## config.mk

```make
export PLATFORM = sky130hd
export DESIGN_NAME = fib_seq_ctrl
export DESIGN_NICKNAME = d
export VERILOG_FILES = /design/src/rtl/fib_seq_ctrl_pkg.sv /design/src/rtl/fib_seq_ctrl.sv
export SDC_FILE = /design/constraint.sdc
export NUM_CORES = 1
export LEC_CHECK = 0
export CORE_MARGIN = 3
export CORE_UTILIZATION = 45
export CTS_BUF_LIST = sky130_fd_sc_hd__clkbuf_4
export CTS_CLUSTER_SIZE = 8
export DETAILED_ROUTE_END_ITERATION = 8
export PLACE_DENSITY = 0.81
export SYNTH_ARGS = -nofsm -noshare
export SYNTH_HDL_FRONTEND = slang
export SYNTH_SLANG_ARGS = --single-unit
```

## constraint.sdc

```tcl
create_clock -name clk -period 2.24 [get_ports clk]
set_input_delay 0.672 -clock clk [delete_from_list [all_inputs] [get_ports clk]]
set_output_delay 0.672 -clock clk [all_outputs]
set_load 0.02 [all_outputs]
```

## src/rtl/fib_seq_ctrl_pkg.sv

```systemverilog
// fib_seq_ctrl_pkg: ALU opcodes and sequencer state encoding shared by the Fibonacci block
package fib_seq_ctrl_pkg;
  typedef enum logic [2:0] {
    OP_NOP  = 3'b000,
    OP_SET  = 3'b001,
    OP_INC  = 3'b010,
    OP_DEC  = 3'b011,
    OP_LOAD = 3'b101,
    OP_ADD  = 3'b110,
    OP_COPY = 3'b111
  } opcode_e;
  typedef enum logic [3:0] {
    S_IDLE,
    S_LOAD_N,
    S_CHK_N,
    S_SET_C,
    S_DEC,
    S_CHK,
    S_ADD,
    S_COPY,
    S_MOVE,
    S_DONE
  } state_e;
endpackage

```

## src/rtl/fib_seq_ctrl.sv

```systemverilog
// fib_seq_ctrl: sequences the shared ALU one op per cycle to compute F(n) mod 2^WIDTH
module fib_seq_ctrl
  import fib_seq_ctrl_pkg::*;
#(
  parameter int WIDTH = 4
) (
  input  logic             clk,
  input  logic             rst_n,
  input  logic             start,
  input  logic [WIDTH-1:0] n_in,
  output logic             busy,
  output logic             done,
  output logic [WIDTH-1:0] result,
  output logic             ovf,
  output logic [2:0]       alu_opcode,
  output logic [WIDTH-1:0] alu_a,
  output logic [WIDTH-1:0] alu_b,
  input  logic [WIDTH-1:0] alu_o,
  input  logic             alu_zero
);
  state_e state_q, state_d;
  opcode_e op;
  logic [WIDTH-1:0] cnt_q, cnt_d, prev_q, prev_d, curr_q, curr_d, tmp_q, tmp_d, result_q, result_d;
  logic ovf_q, ovf_d;
  always_ff @(posedge clk or negedge rst_n) begin
    if (!rst_n) begin
      state_q  <= S_IDLE;
      cnt_q    <= '0;
      prev_q   <= '0;
      curr_q   <= '0;
      tmp_q    <= '0;
      result_q <= '0;
      ovf_q    <= 1'b0;
    end else begin
      state_q  <= state_d;
      cnt_q    <= cnt_d;
      prev_q   <= prev_d;
      curr_q   <= curr_d;
      tmp_q    <= tmp_d;
      result_q <= result_d;
      ovf_q    <= ovf_d;
    end
  end
  always_comb begin
    state_d  = state_q;
    cnt_d    = cnt_q;
    prev_d   = prev_q;
    curr_d   = curr_q;
    tmp_d    = tmp_q;
    result_d = result_q;
    ovf_d    = ovf_q;
    op       = OP_NOP;
    alu_a    = '0;
    alu_b    = '0;
    case (state_q)
      S_IDLE: begin
        if (start) begin
          prev_d  = '0;
          ovf_d   = 1'b0;
          state_d = S_LOAD_N;
        end
      end
      S_LOAD_N: begin
        op      = OP_LOAD;
        alu_a   = n_in;
        cnt_d   = alu_o;
        state_d = S_CHK_N;
      end
      S_CHK_N: begin
        alu_a    = cnt_q;
        result_d = alu_zero ? prev_q : result_q;
        state_d  = alu_zero ? S_DONE : S_SET_C;
      end
      S_SET_C: begin
        op      = OP_SET;
        curr_d  = alu_o;
        state_d = S_DEC;
      end
      S_DEC: begin
        op      = OP_DEC;
        alu_a   = cnt_q;
        cnt_d   = alu_o;
        state_d = S_CHK;
      end
      S_CHK: begin
        alu_a    = cnt_q;
        result_d = alu_zero ? curr_q : result_q;
        state_d  = alu_zero ? S_DONE : S_ADD;
      end
      S_ADD: begin
        // a wrapped sum is always smaller than either operand
        op      = OP_ADD;
        alu_a   = prev_q;
        alu_b   = curr_q;
        tmp_d   = alu_o;
        ovf_d   = ovf_q | (alu_o < curr_q);
        state_d = S_COPY;
      end
      S_COPY: begin
        op      = OP_COPY;
        alu_b   = curr_q;
        prev_d  = alu_o;
        state_d = S_MOVE;
      end
      S_MOVE: begin
        op      = OP_LOAD;
        alu_a   = tmp_q;
        curr_d  = alu_o;
        state_d = S_DEC;
      end
      S_DONE:  state_d = S_IDLE;
      default: state_d = S_IDLE;
    endcase
  end
  assign alu_opcode = op;
  assign busy       = state_q != S_IDLE;
  assign done       = state_q == S_DONE;
  assign result     = result_q;
  assign ovf        = ovf_q;
endmodule

```

Word-level counts from Yosys, hierarchy flattened
Index checks and enable logic that the tools add are counted.
{"block": "word_totals", "input_bits": 12, "ff_bits": 25}
{"block": "classes", "n_bitwise": 1, "n_eq_ne": 12, "mux": 14, "order_cmp": 1, "reduce_logical": 13}
{"operator": "$pmux 4 s8", "count": 1}
{"operator": "$mux 4", "count": 7}
{"operator": "$eq 4x3->1 const B", "count": 4}
{"operator": "$pmux 4 s2", "count": 2}
{"operator": "$pmux 4 s4", "count": 1}
{"operator": "$pmux 3 s5", "count": 1}
{"operator": "$eq 4x2->1 const B", "count": 2}
{"operator": "$eq 4x4->1 const B", "count": 2}
{"operator": "$reduce_or 2->1", "count": 4}
{"operator": "$ne 2x2->1 const B", "count": 3}
{"operator": "$reduce_bool 2->1", "count": 3}
{"operator": "$eq 4x1->1 const B", "count": 1}
{"operator": "$logic_not 4->1", "count": 1}
{"operator": "$lt 4x4->1", "count": 1}
{"operator": "$reduce_and 2->1", "count": 2}
{"operator": "$reduce_bool 4->1", "count": 1}
{"operator": "$reduce_and 3->1", "count": 1}
{"operator": "$reduce_or 3->1", "count": 1}
{"operator": "$pmux 1 s2", "count": 1}
{"operator": "$mux 1", "count": 1}
{"operator": "$or 1x1->1", "count": 1}

Longest topological paths before layout
Gate-level depths: netlist (run 1).
{"block": "logic_depth", "word_depth": 3, "ltp_mapped": 6, "ltp_nobuf": 5}

Least setup slack after synthesis (run 1)
OpenSTA, ideal clock, no wires.
{"block": "synth_path", "path_type": "reg2out", "startpoint": "register state_q[1]", "endpoint": "output port alu_a[0]", "stages_incl_launch_ff": 6, "arrival_ns": 1.528, "required_time_ns": 1.568, "setup_slack_ns": 0.040, "cell_sequence": "dfrtp_1 buf_2 or2b_1 nor2_1 a22oi_1 o21ai_0"}
{"block": "synth_via", "elab_chain_cells": 3}
{"item": "from (decl)", "line_no": "fib_seq_ctrl.sv:21", "source": "state_e state_q, state_d;"}
{"item": "from (signal assigned)", "line_no": "fib_seq_ctrl.sv:35", "source": "state_q <= state_d;"}
{"item": "$eq 4x3->1 / $eq 4x2->1 (equally long branches)", "line_no": "fib_seq_ctrl.sv:55", "source": "case (state_q)"}
{"item": "$reduce_or 3->1 (no source line)"}
{"item": "$pmux 4 s4 (*)", "line_no": "fib_seq_ctrl.sv:55"}
{"item": "to (decl)", "line_no": "fib_seq_ctrl.sv:16", "source": "output logic [WIDTH-1:0] alu_a,"}
Mark *: on every way between the ends. The rest lies on a longest branch, timed or not.

Final worst setup path (run 1)
{"block": "layout_path", "startpoint": "register state_q[1]", "endpoint": "output port alu_a[1]"}
The elaborated chain is that of the path after synthesis.

==> results of run 1 <==
## state kept, by name, summed over array words and instances (netlist names)
| register | cells |
|---|---|
| cnt_q | 4 |
| prev_q | 4 |
| curr_q | 4 |
| tmp_q | 4 |
| ovf | 1 |
| state_q | 4 |
| result | 4 |
## layer usage
layer | track usage | share of wire | vias to the layer above | wire length, um
met3 | 0.03237 | 0.050 | 6 | 205
met4 | 0.07438 | 0.012 | 0 | 49
met1 | 0.2580 | 0.41 | 673 | 1678
met2 | 0.3557 | 0.53 | 48 | 2202
met5 | 0 | 0 | - | 0
li1 | - | - | 621 | -
## worst paths after layout
| path | startpoint | to |
|---|---|---|
| max | state_q[1] | alu_a[1] |
| min | tmp_q[2] | tmp_q[2] |
| max reg2reg | state_q[0] | curr_q[3] |
| min reg2reg | tmp_q[2] | tmp_q[2] |
| max in group asynchronous | rst_n | state_q[1] |
| min in group asynchronous | rst_n | curr_q[2] |
## cell families after synthesis
| group | after synthesis |
|---|---|
| compound gates | 39 |
| xor+xnor | 3 |
| fa+ha+maj | 3 |
| buf+inv | 13 |
| flops | 25 |
| mux | 16 |
| simple gates | 44 |
## where the power goes
part	internal [mW]	switching, mW
registers	0.661	0.157
logic	1.21	1.10
clock network	0.0817	0.142
## metrics by stage
step	total power, mW	utilization	hold WS, ps
CTS	3.102	0.6557	534.8
detailed placement	2.758	0.6224	494.9
floorplan	1.994	-	376.4
global placement	2.697	0.6224	491.2
finish	3.350	0.6935	535.4
global route	3.564	0.6935	557.2
## cells in the final DEF (no fill, tap or decap), drive strengths merged
cell,instances
or3,1
a22oi,8
and3,2
or3b,1
or4,1
and2,3
buf,43
a21oi,12
o22ai,1
a211oi,1
nand3b,3
or2,1
nor2b,2
o31ai,1
clkbuf,4
a22o,4
ha,3
dfrtp,25
a21o,2
nand2b,4
mux2,12
o21ai,7
nand3,1
nand2,5
o21bai,1
mux2i,4
inv,5
nor3,1
xnor2,2
or2b,1
xor2,1
o211ai,2
nor2,18
clkdlybuf4s50,16
## what timing repair did
item                                    CTS  global route
endpoints found under the setup margin   13            13
buffers inserted                          5             5
pin swaps                                 3             5
resized for setup                        90            22
## layout make-up
class	instances	share of cell area
tap	44	0.02579
sequential	25	0.2937
inverter	5	0.008792
clock buffer	4	0.01407
multi-input combinational	105	0.4009
timing repair buffer	59	0.2567
## critical path, delay by kind of cell (launching register included)
kind	cells	cell delay (ps)
AOI/OAI and AO/OA	3	300
buffers and inverters	2	300
DFF	1	440
and+or+nand+nor	1	400
==> impl_metrics.yaml, run 1 <==
run_status:
  status: "complete, but fails checks"
  violations: "setup timing"
global_route:
  grt_first_pass_wirelength_mm: 6.617
  grt_max_degree: 26
  grt_usage: 0.2061
  grt_pass1_vias: 1416
  antenna_found_initial: 0
  gr-total-overflow: 0
logic_synthesis:
  synth_area_leaders: "dfrtp_1, mux2_2, nor2_1"
  ys_ff_latch: 25
  synth_edf_count: 0
  synth-xor-area-share: 0.01798
  synth_seq_area_share: 0.4281
  yosysWarnings: 0
  ys.flop_type: "dfrtp_1"
  synthSimpleGateAreaFrac: 0.1652
  avgSynthCellArea_um2: 10.22
  synth-compound-area-share: 0.1866
  synthesis.nets: 158
  yosysTopAreaCellShare: 0.4281
  synth_common_cells: "dfrtp_1, nor2_1, a21oi_1"
  synth_top_cell_by_area: "dfrtp_1"
  synth.area.mux_share: 0.1301
  syn_area_um2: 1461
  yosys.area_share.adder: 0.02568
  syn_inst: 143
  synth_top_family_by_area: "compound AO/OA/AOI/OAI gates"
  yosysMostFrequentCell: "dfrtp_1"
  synth-async-reset-ratio: 1.000
  synth_cell_type_count: 38
routing:
  routed_wl_mm: 4.136
  via_per_inst: 5.570
  drtAntennaViolNets: 0
  remaining_drc_errors: 0
  vias: 1348
  firstDrtPassIters: 4
  drt-initial-drc-count: 55
  wl_per_cell_um: 17.09
cells_and_area:
  area_growth_pct: 46.06
  multi_input_area_um2: 855.8
  final_nets: 214
  seq_area_um2: 626.9
  fin_area_um2: 2135
  finalNonFillerCells: 242
  diodes: 0
  nFillCells: 223
  drive_above_1_share: 0.4343
placement:
  port_buffers: 29
  place_inst: 229
  gp_congestion: 0.8700
  pre_cts_ws_ps: -521.1
  dpl_cell_area_um2: 1916
  place_hpwl_mm: 2.822
hold_path:
  min_path_type: "reg2reg"
  hold_depth: 1
sta:
  max_freq_mhz: 411.2
  layout_setup_ws_ps: -191.9
  fin_crit_ps: 2432
  max_slew_margin: 0.7610
  rsz0062_at_grt: "true"
  tns_ps: -943.8
  worst-slew-pin-transition_ps: 357.3
  slew_violations: 0
  fin_crit_sh: 1.086
  hold_viol_final: 0
  finalSetupViolCount: 7
  finClkSkew_ps: 5.706
floorplanning:
  rows: 20
  dieArea_um2: 3967
  start_util: 0.4748
  die_h_um: 62.99
  die_x_um: 62.99
  core-area_um2: 3078
  num_io_pins: 30
setup_path:
  path_max_fanout: 5
  slowest_delay_ps: 440
  ff2ff_path_depth: 8
  crit_chain: "or3b_4 -> a21oi_2 -> buf_6 -> a22oi_2 -> o21ai_1 -> buf_4"
  cp_data_required_time_ps: 1570
  criticalPathCategory: "reg2out"
  critical_path_arrival_ps: 1760
  cpMaxStageDelayCell: "dfrtp_2"
  cp-start-kind: "flop"
  worstSetupEndpointType: "primary output"
  r2r_slack_ps: 330
cts:
  clkTransAtPathRegs_ps: 140
  cts-root-buf: "clkbuf_4"
  cts_made_buffers: 3
  cts.sinks: 25
  htree_levels: 1
  clk_latency_ps: 320
  ctsLongestPathBuffers: 2
  cts-hold-fix-buffers: 0
  cts_tree: "done"
pwr:
  p_per_area_nw_per_um2: 1570
  leakage_nw: 0.9458
  ir_drop_mv: 0.8998
job:
  maxCapViolCount: 0
(Power assumes the default switching activity.)
==> inputs of run 2 (changes only) <==
- CAP_MARGIN: not set -> 20
==> results of run 2 <==
The final DEF is identical to that of run 1; final timing and power are the same.
